**config.mk**
```make
export PLATFORM = sky130hd
export DESIGN_NAME = calc_port_responder_flat
export DESIGN_NICKNAME = d
export VERILOG_FILES = /design/src/rtl/calc_port_responder_if.sv /design/src/rtl/calc_port_responder.sv /design/src/flat_wrapper.sv
export SDC_FILE = /design/constraint.sdc
export NUM_CORES = 1
export LEC_CHECK = 0
export CORE_MARGIN = 2
export CORE_UTILIZATION = 25
export DETAILED_ROUTE_END_ITERATION = 7
export SLEW_MARGIN = 0
export SYNTH_ARGS = -nofsm -noshare
export SYNTH_HDL_FRONTEND = slang
export SYNTH_SLANG_ARGS = --single-unit
```
**constraint.sdc**
```tcl
create_clock -name c_clk -period 6.2 [get_ports c_clk]
set_input_delay 0.62 -clock c_clk [delete_from_list [all_inputs] [get_ports c_clk]]
set_output_delay 0.62 -clock c_clk [all_outputs]
set_load 0.03 [all_outputs]
```
**src/rtl/calc_port_responder_if.sv**
```systemverilog
// Request/response bundle for one calculator port.
// The master drives requests. The slave (the responder) returns the response code,
// the result data and busy.
interface calc_port_responder_if;
  logic [0:3]  req_cmd_in;
  logic [0:31] req_data_in;
  logic [0:1]  out_resp;
  logic [0:31] out_data;
  logic        busy;

  modport master (
    output req_cmd_in,
    output req_data_in,
    input  out_resp,
    input  out_data,
    input  busy
  );

  modport slave (
    input  req_cmd_in,
    input  req_data_in,
    output out_resp,
    output out_data,
    output busy
  );
endinterface

```
**src/rtl/calc_port_responder.sv**
```systemverilog
// Single-port calculator responder.
// A request takes two cycles: command plus operand 1, then operand 2.
// The block executes add, subtract or a logical shift.
// It returns a one-cycle registered response RESP_DELAY cycles after the operand-2 cycle.
// Bit 0 is the MSB of every bus; bit 31 of the data buses is the LSB.
module calc_port_responder #(
  parameter int unsigned RESP_DELAY = 1
) (
  input  logic                  c_clk,
  input  logic                  reset_n,
  calc_port_responder_if.slave  bus
);

  localparam logic [0:3] CMD_ADD = 4'd1;
  localparam logic [0:3] CMD_SUB = 4'd2;
  localparam logic [0:3] CMD_SHL = 4'd5;
  localparam logic [0:3] CMD_SHR = 4'd6;

  localparam logic [3:0] DLY = 4'(RESP_DELAY);

  localparam logic [0:1] RESP_OK  = 2'd1;
  localparam logic [0:1] RESP_ERR = 2'd2;

  typedef enum logic [1:0] {
    S_IDLE,
    S_OP2,
    S_WAIT,
    S_RESP
  } state_e;

  state_e      state_q, state_d;
  logic [0:3]  cmd_q, cmd_d;
  logic [0:31] op1_q, op1_d;
  logic [3:0]  cnt_q, cnt_d;
  logic [0:1]  res_resp_q, res_resp_d;
  logic [0:31] res_data_q, res_data_d;
  logic [0:1]  out_resp_q, out_resp_d;
  logic [0:31] out_data_q, out_data_d;
  logic        busy_q, busy_d;

  logic [0:1]  calc_resp;
  logic [0:31] calc_data;
  logic [32:0] sum33;

  // State, captured request, result and registered outputs.
  always_ff @(posedge c_clk or negedge reset_n) begin
    if (!reset_n) begin
      state_q    <= S_IDLE;
      cmd_q      <= '0;
      op1_q      <= '0;
      cnt_q      <= '0;
      res_resp_q <= '0;
      res_data_q <= '0;
      out_resp_q <= '0;
      out_data_q <= '0;
      busy_q     <= 1'b0;
    end else begin
      state_q    <= state_d;
      cmd_q      <= cmd_d;
      op1_q      <= op1_d;
      cnt_q      <= cnt_d;
      res_resp_q <= res_resp_d;
      res_data_q <= res_data_d;
      out_resp_q <= out_resp_d;
      out_data_q <= out_data_d;
      busy_q     <= busy_d;
    end
  end

  // Execute the latched command against operand 2, which is present on req_data_in in the OP2 cycle.
  always_comb begin
    calc_resp = RESP_ERR;
    calc_data = '0;
    sum33     = {1'b0, op1_q} + {1'b0, bus.req_data_in};
    unique case (cmd_q)
      CMD_ADD: begin
        if (!sum33[32]) begin
          calc_resp = RESP_OK;
          calc_data = sum33[31:0];
        end
      end
      CMD_SUB: begin
        if (bus.req_data_in <= op1_q) begin
          calc_resp = RESP_OK;
          calc_data = op1_q - bus.req_data_in;
        end
      end
      CMD_SHL: begin
        calc_resp = RESP_OK;
        calc_data = op1_q << bus.req_data_in[27:31];
      end
      CMD_SHR: begin
        calc_resp = RESP_OK;
        calc_data = op1_q >> bus.req_data_in[27:31];
      end
      default: ;
    endcase
  end

  // Next-state logic, request capture and the delay counter.
  always_comb begin
    state_d    = state_q;
    cmd_d      = cmd_q;
    op1_d      = op1_q;
    cnt_d      = cnt_q;
    res_resp_d = res_resp_q;
    res_data_d = res_data_q;
    unique case (state_q)
      S_IDLE: begin
        cnt_d = '0;
        if (bus.req_cmd_in != '0) begin
          state_d = S_OP2;
          cmd_d   = bus.req_cmd_in;
          op1_d   = bus.req_data_in;
        end
      end
      S_OP2: begin
        res_resp_d = calc_resp;
        res_data_d = calc_data;
        cnt_d      = 4'd1;
        state_d    = (DLY == 4'd0) ? S_RESP : S_WAIT;
      end
      S_WAIT: begin
        if (cnt_q == DLY) begin
          state_d = S_RESP;
        end else begin
          cnt_d = cnt_q + 4'd1;
        end
      end
      S_RESP: begin
        cnt_d   = '0;
        state_d = S_IDLE;
      end
      default: state_d = S_IDLE;
    endcase
  end

  // Registered outputs are decoded from the next state, so they change only at clock edges.
  // With zero delay, RESP follows OP2 directly, so the result is taken straight from the execute logic.
  always_comb begin
    out_resp_d = '0;
    out_data_d = '0;
    busy_d     = (state_d != S_IDLE);
    if (state_d == S_RESP) begin
      if (state_q == S_OP2) begin
        out_resp_d = calc_resp;
        out_data_d = calc_data;
      end else begin
        out_resp_d = res_resp_q;
        out_data_d = res_data_q;
      end
    end
  end

  assign bus.out_resp = out_resp_q;
  assign bus.out_data = out_data_q;
  assign bus.busy     = busy_q;

endmodule

```
**src/flat_wrapper.sv**
```systemverilog
// flat-port wrapper written by rule: the top's interface ports become plain ports
module calc_port_responder_flat 
#(
  parameter int unsigned RESP_DELAY = 1
)
  (c_clk, reset_n, bus_req_cmd_in, bus_req_data_in, bus_out_resp, bus_out_data, bus_busy);
  calc_port_responder_if bus_i ();
  input  logic c_clk;
  input  logic reset_n;
  input wire logic [$bits(bus_i.req_cmd_in)-1:0] bus_req_cmd_in;
  input wire logic [$bits(bus_i.req_data_in)-1:0] bus_req_data_in;
  output wire logic [$bits(bus_i.out_resp)-1:0] bus_out_resp;
  output wire logic [$bits(bus_i.out_data)-1:0] bus_out_data;
  output wire logic [$bits(bus_i.busy)-1:0] bus_busy;
  assign bus_i.req_cmd_in = bus_req_cmd_in;
  assign bus_i.req_data_in = bus_req_data_in;
  assign bus_out_resp = bus_i.out_resp;
  assign bus_out_data = bus_i.out_data;
  assign bus_busy = bus_i.busy;
  calc_port_responder #(.RESP_DELAY(RESP_DELAY)) u_core (.c_clk(c_clk), .reset_n(reset_n), .bus(bus_i));
endmodule
```
==> results of run 1 <==
-- cells in the mapped netlist, types with 6 or more instances --
cell	instances
nor2_1	163
nand2_1	145
a21oi_1	123
o21ai_0	114
dfrtp_1	111
inv_1	78
ha_1	70
clkbuf_1	64
mux2i_1	47
nor3_1	43
mux4_2	32
mux2_2	31
a211oi_1	29
and2_1	23
nand3_1	22
xnor2_1	21
o21a_1	20
a21o_1	19
o31ai_1	19
o211ai_1	18
buf_1	17
nor2b_1	17
buf_2	15
o21bai_1	15
or3_1	14
nor4_1	13
a221oi_1	12
o22ai_1	12
o311ai_0	12
a31oi_1	11
o221ai_1	11
nand2b_1	10
nand4_1	8
a221o_1	7
o211a_1	7
o31a_1	6
-- path summary, 6_finish.rpt --
check / start / endpoint / slack [ns] / cells past startpoint
worst max-delay path: bus_req_data_in[13] / u_core.bus.out_data[9] / 1.58 / 12
worst min-delay path: reset_n / u_core.bus.out_data[11] / 0.20 / 1
worst max register to register: u_core.op1_q[18] / u_core.bus.out_data[9] / 1.70 / 10
worst min register to register: u_core.res_data_q[3] / u_core.res_data_q[3] / 0.48 / 2
max in group asynchronous: reset_n / u_core.res_data_q[10] / 4.58 / 2
min in group c_clk: u_core.res_data_q[3] / u_core.res_data_q[3] / 0.48 / 2
-- power by group through the flow --
stage	Combinational (W)	Sequential (W)	Clock (W)
after floorplan	0.00308	0.00136	0
after global placement	0.00450	0.00147	0
after detailed placement	0.00453	0.00149	0
after CTS	0.00455	0.00148	0.000627
after global routing	0.00502	0.00152	0.000658
final	0.00463	0.00150	0.000618
-- layout make-up --
class                   instances  share of cell area [%]
well taps                     607                    5.76
clock buffers                   9                    1.71
flip-flops and latches        111                    21.1
clock inverters                 7                   0.531
multi-input cells            1180                    62.0
repair buffers                 95                    6.62
inverters                      81                    2.30
-- stage by stage --
step | std cells | utilization [%] | power, W | hold slack [ns]
final | 2090 | 28.5 | 0.00675 | 0.202
after CTS | 2090 | 28.5 | 0.00666 | 0.231
after detailed placement | 2074 | 27.9 | 0.00602 | 0.460
after global placement | 2074 | 27.9 | 0.00596 | 0.457
after global routing | 2090 | 28.5 | 0.00720 | 0.252
after floorplan | 1472 | - | 0.00444 | 0.324
-- flip-flops by register name, indices dropped and copies added (netlist names) --
register / count
u_core.bus.out_resp: 2
u_core.cmd_q: 4
u_core.bus.out_data: 32
u_core.cnt_q: 4
u_core.state_q: 2
u_core.bus.busy: 1
u_core.res_resp_q: 2
u_core.op1_q: 32
u_core.res_data_q: 32
-- cell families after synthesis --
family	share of synthesized area (%)
compound gates	28.5
xor+xnor	1.65
fa+ha+maj	7.85
buf+inv	6.18
flops	23.8
mux	13.2
simple gates	18.7
-- worst max-delay path: cells and delay by family --
family | cells | cell delay [ns]
simple gates | 3 | 0.62
buf+inv | 2 | 0.54
fa+ha+maj | 1 | 0.56
compound gates | 6 | 2.56
-- metal layers --
metal,track usage (%),vias up,wire length (um)
met5,0,-,0
met4,4.52,0,1030
met3,2.76,68,3660
met2,33.2,543,22900
met1,27.6,5833,21200
li1,-,5440,-
-- cells in the final DEF, fill, tap and decap left out, types with 14 or more instances in the layout --
master / instances
o21ai_0: 114
and2_1: 23
buf_4: 25
xnor2_1: 21
mux4_2: 32
dfrtp_1: 111
nor2_1: 163
a211oi_1: 29
o31ai_1: 19
inv_1: 78
ha_1: 69
o211ai_1: 18
mux2i_1: 47
mux2_2: 31
o21bai_1: 15
o21a_1: 20
nand3_1: 22
a21oi_1: 123
or3_1: 14
clkdlybuf4s50_1: 67
a21o_1: 19
nand2_1: 145
nor3_1: 42
nor2b_1: 17
==> impl_metrics.json, run 1 <==
{
  "drc": 0,
  "skew_ns": 0.0183,
  "netlist_area_um2": 11700,
  "routed_wl_mm": 48.8,
  "status": "finished, final reports clean",
  "clock_power_share_pct": 9.1,
  "fin_crit_sh_pct": 74.5,
  "cts_max_level": 3,
  "port_buffers": 72,
  "maxSlewViolCount": 0,
  "track_usage_pct": 20.1,
  "fmax_mhz": 217,
  "cts_resized": 0,
  "powerDensity_nw_per_um2": 512,
  "cts_made_buffers": 9,
  "grt_pass1_wl_mm": 72.9,
  "regArea_um2": 2780,
  "ant_nets": 0,
  "synth-async-reset-ratio_pct": 100,
  "cts_setup_buffers": 0,
  "setup_tns_ns": 0,
  "hpwl_mm": 37.4,
  "pre_cts_ws_ns": 1.27,
  "path_class": "in2reg",
  "min_period_ns": 4.62,
  "critPathCaptureType": "flip-flop",
  "required_ns": 6.50,
  "drt-initial-drc-count": 1514,
  "fp.dieH_um": 220,
  "antenna_found_initial": 1,
  "synth_warnings": 0,
  "clkLatencyLatePin_ns": 0.38,
  "relSlewSlack_pct": 29.5,
  "cts.sinks": 111,
  "p_leak_nw": 5.36,
  "first_pass_iters": 5,
  "hold_viol": 0,
  "drive_gt1_share_pct": 8.97,
  "io_pins": 73,
  "netSwitchingFraction_pct": 55.9,
  "drv_cap": 0,
  "via_per_inst": 5.69,
  "start_util_pct": 25.2,
  "cp_max_fo": 14,
  "netlist.area_leader.share_pct": 23.8,
  "fillers": 5015,
  "synth.area.top_cells": "dfrtp_1, ha_1, mux4_2",
  "rsz0062_at_grt": "false",
  "ys.flop_type": "dfrtp_1",
  "rows": 79,
  "synth_nets": 1582,
  "layout_setup_ws_ns": 1.58,
  "worst_slew_pin_slew_ns": 1.05,
  "dieWidth_um": 220,
  "first_global_vias": 11300,
  "p_seq_share_pct": 22.2,
  "overflow": 0,
  "wl_per_cell_um": 23.3,
  "p_comb_share_pct": 68.6,
  "nNetsFinal": 1588,
  "core_area_um2": 46300,
  "p_int_w": 0.00298,
  "clockBufferDepth": 2,
  "syn_inst": 1472,
  "start_kind": "primary input",
  "min-delay-path-class": "in2async",
  "vias": 11900,
  "cts_tree": "done",
  "clk_pin_slew_worst_paths_ns": 0.08,
  "grt_max_degree": 77,
  "yosysSeqAreaShare_pct": 23.8,
  "die-area_um2": 48400,
  "avgSynthCellArea_um2": 7.92,
  "synth_cell_type_count": 77,
  "synth_seq_cells": 111,
  "synth_edf_count": 0,
  "peakVddDrop_mv": 0.225,
  "syn_to_final_growth_pct": 13.1,
  "fin_area_um2": 13200,
  "switching_power_w": 0.00377,
  "ctsHoldBuffers": 0,
  "diodes": 0,
  "clockRootBuffer": "clkbuf_16",
  "placed_cell_area_um2": 12900,
  "crit_chain": "clkdlybuf4s50_1 -> inv_1 -> ha_1 -> nand2_1 -> nor3_1 -> nand3_1 -> o41ai_1 -> o2111ai_1 -> a2111o_1 -> o221a_2 -> o21ai_0 -> o211a_1",
  "max_stage_delay_ns": 0.79,
  "yosys.area.top_type": "dfrtp_1",
  "critPathSlowestCell": "a2111o_1",
  "setup_viol": 0,
  "gp_congestion": 0.987,
  "multiInputGateArea_um2": 8180,
  "critPathArrivalTime_ns": 4.92
}
(Power assumes the default switching activity.)
==> inputs of run 2 (changes only) <==
==> constraint.sdc (replaced) <==
create_clock -name c_clk -period 4.3 [get_ports c_clk]
set_input_delay 0.43 -clock c_clk [delete_from_list [all_inputs] [get_ports c_clk]]
set_output_delay 0.43 -clock c_clk [all_outputs]
set_load 0.03 [all_outputs]
==> run 2 against run 1 <==
  * Worst hold slack lost 0.10 ns
  * Register-to-register slack lost 1.5 ns
  * Wire length grew 7.1%
  * Critical path depth is the same
  * Via count grew 3.6%
  * Count of clock-buffer cells in the layout grew 1
  * Largest cell class unchanged
==> impl_metrics.json, run 2 (synthesis gave the netlist of run 1 again) <==
{
  "critPathCaptureType": "flip-flop",
  "gp_congestion": 0.978,
  "core_area_um2": 46300,
  "max_stage_delay_ns": 0.55,
  "maxSlewViolCount": 0,
  "first_pass_iters": 5,
  "antenna_found_initial": 0,
  "io_pins": 73,
  "cp_max_fo": 21,
  "cts_made_buffers": 9,
  "wl_per_cell_um": 24.0,
  "layout_commonest_cell": "nor2_1",
  "relSlewSlack_pct": 29.4,
  "clockRootBuffer": "clkbuf_16",
  "first_global_vias": 11800,
  "cts_max_level": 3,
  "vias": 12300,
  "fin_crit_sh_pct": 94.5,
  "start_util_pct": 25.2,
  "critPathSlowestCell": "dfrtp_1",
  "start_kind": "flip-flop",
  "clkLatencyLatePin_ns": 0.40,
  "port_buffers": 72,
  "diodes": 0,
  "drive_gt1_share_pct": 14.2,
  "peakVddDrop_mv": 0.306,
  "cts.sinks": 111,
  "fmax_mhz": 246,
  "min_period_ns": 4.06,
  "cts_tree": "done",
  "path_class": "reg2reg",
  "routed_wl_mm": 52.2,
  "crit_top_cell": "nor3_1",
  "grt_pass1_wl_mm": 77.6,
  "skew_ns": 0.0111,
  "worst_slew_pin_slew_ns": 1.05,
  "nNetsFinal": 1677,
  "fin_util_pct": 30.1,
  "hold_viol": 0,
  "powerDensity_nw_per_um2": 748,
  "clk_pin_slew_worst_paths_ns": 0.08,
  "cts_setup_buffers": 0,
  "track_usage_pct": 21.7,
  "clockBufferDepth": 2,
  "crit_chain": "ha_1 -> nand2_1 -> nor3_1 -> nand3_1 -> o41ai_1 -> buf_4 -> o2111ai_1 -> a2111o_1 -> buf_12 -> a2111oi_0 -> a211oi_1 -> nor3_1",
  "final_cell_mix": "nor2_1, nand2_1, a21oi_1",
  "required_ns": 4.61,
  "die-area_um2": 48400,
  "ant_nets": 0,
  "dieWidth_um": 220,
  "drt-initial-drc-count": 1481,
  "via_per_inst": 5.65,
  "cts_resized": 0,
  "setup_viol": 0,
  "critPathArrivalTime_ns": 4.37,
  "grt_max_degree": 82,
  "drv_cap": 0,
  "syn_to_final_growth_pct": 19.3,
  "drc": 0,
  "p_leak_nw": 5.80,
  "fin_total_pwr_w": 0.0104,
  "status": "finished, final reports clean",
  "min-delay-path-class": "in2async",
  "ctsHoldBuffers": 0,
  "rows": 79,
  "rsz0062_at_grt": "false",
  "fp.dieH_um": 220,
  "hpwl_mm": 40.6,
  "overflow": 0
}
-- run 2: changes by cell type in the layout (fill, tap and decap cells not counted) --
cell	change
clkinvlp_4	+1
o31ai_1	-1
clkinv_8	-1
buf_12	+4
buf_4	+85
inv_8	-1
clkbuf_8	+1
o31ai_2	+1
-- run 2: where the power goes --
group | switching (W) | leakage, nW | internal [W]
combinational | 0.00465 | 4.27 | 0.00285
clock | 0.000479 | 0.141 | 0.000418
sequential | 0.000541 | 1.39 | 0.00147
-- run 2: path summary, 6_finish.rpt --
kind | startpoint | end | slack [ns] | depth (start not counted)
min in group c_clk | u_core.res_data_q[31] | u_core.res_data_q[31] | 0.47 | 2
hold / removal | reset_n | u_core.bus.out_data[2] | 0.1 | 1
max in group asynchronous | reset_n | u_core.op1_q[24] | 3.22 | 2
setup reg to reg | u_core.op1_q[21] | u_core.bus.out_data[3] | 0.24 | 12
setup / recovery | u_core.op1_q[21] | u_core.bus.out_data[3] | 0.24 | 12
hold reg to reg | u_core.res_data_q[31] | u_core.res_data_q[31] | 0.47 | 2
-- run 2: cell type report --
type | instances | area (um2)
Clock buffer | 10 | 239
Inverter | 81 | 304
Multi-Input combinational cell | 1180 | 8190
Sequential cell | 111 | 2780
Clock inverter | 6 | 50.0
Tap cell | 607 | 759
Fill cell | 4964 | 32300
Timing Repair Buffer | 184 | 1590
-- run 2: through the flow --
stage                     hold slack (ns)  setup TNS (ns)  instance area (um2)  std cells  worst slack, ns
after floorplan                     0.134               0                11700       1472          0.00220
after global placement              0.455          -0.178                13600       2163          -0.0860
after detailed placement            0.459          -0.948                13600       2163           -0.165
after CTS                           0.125               0                13900       2179            0.131
after global routing                0.161               0                13900       2179           0.0668
final                               0.100               0                13900       2179            0.237
-- run 2: worst max-delay path: cells and delay by family (launching register included) --
family / cells / cell delay (ns)
AO/OA/AOI/OAI: 5 / 1.80
AND/OR/NAND/NOR: 4 / 0.88
flip-flops: 1 / 0.55
adder cells (fa/ha/maj): 1 / 0.38
buffers and inverters: 2 / 0.36
-- run 2: metal layers --
layer	GRT usage (%)	share of wire, %
met1	28.7	43
met5	0	0
met4	11.6	5.7
met2	34.4	45
met3	2.77	6.2
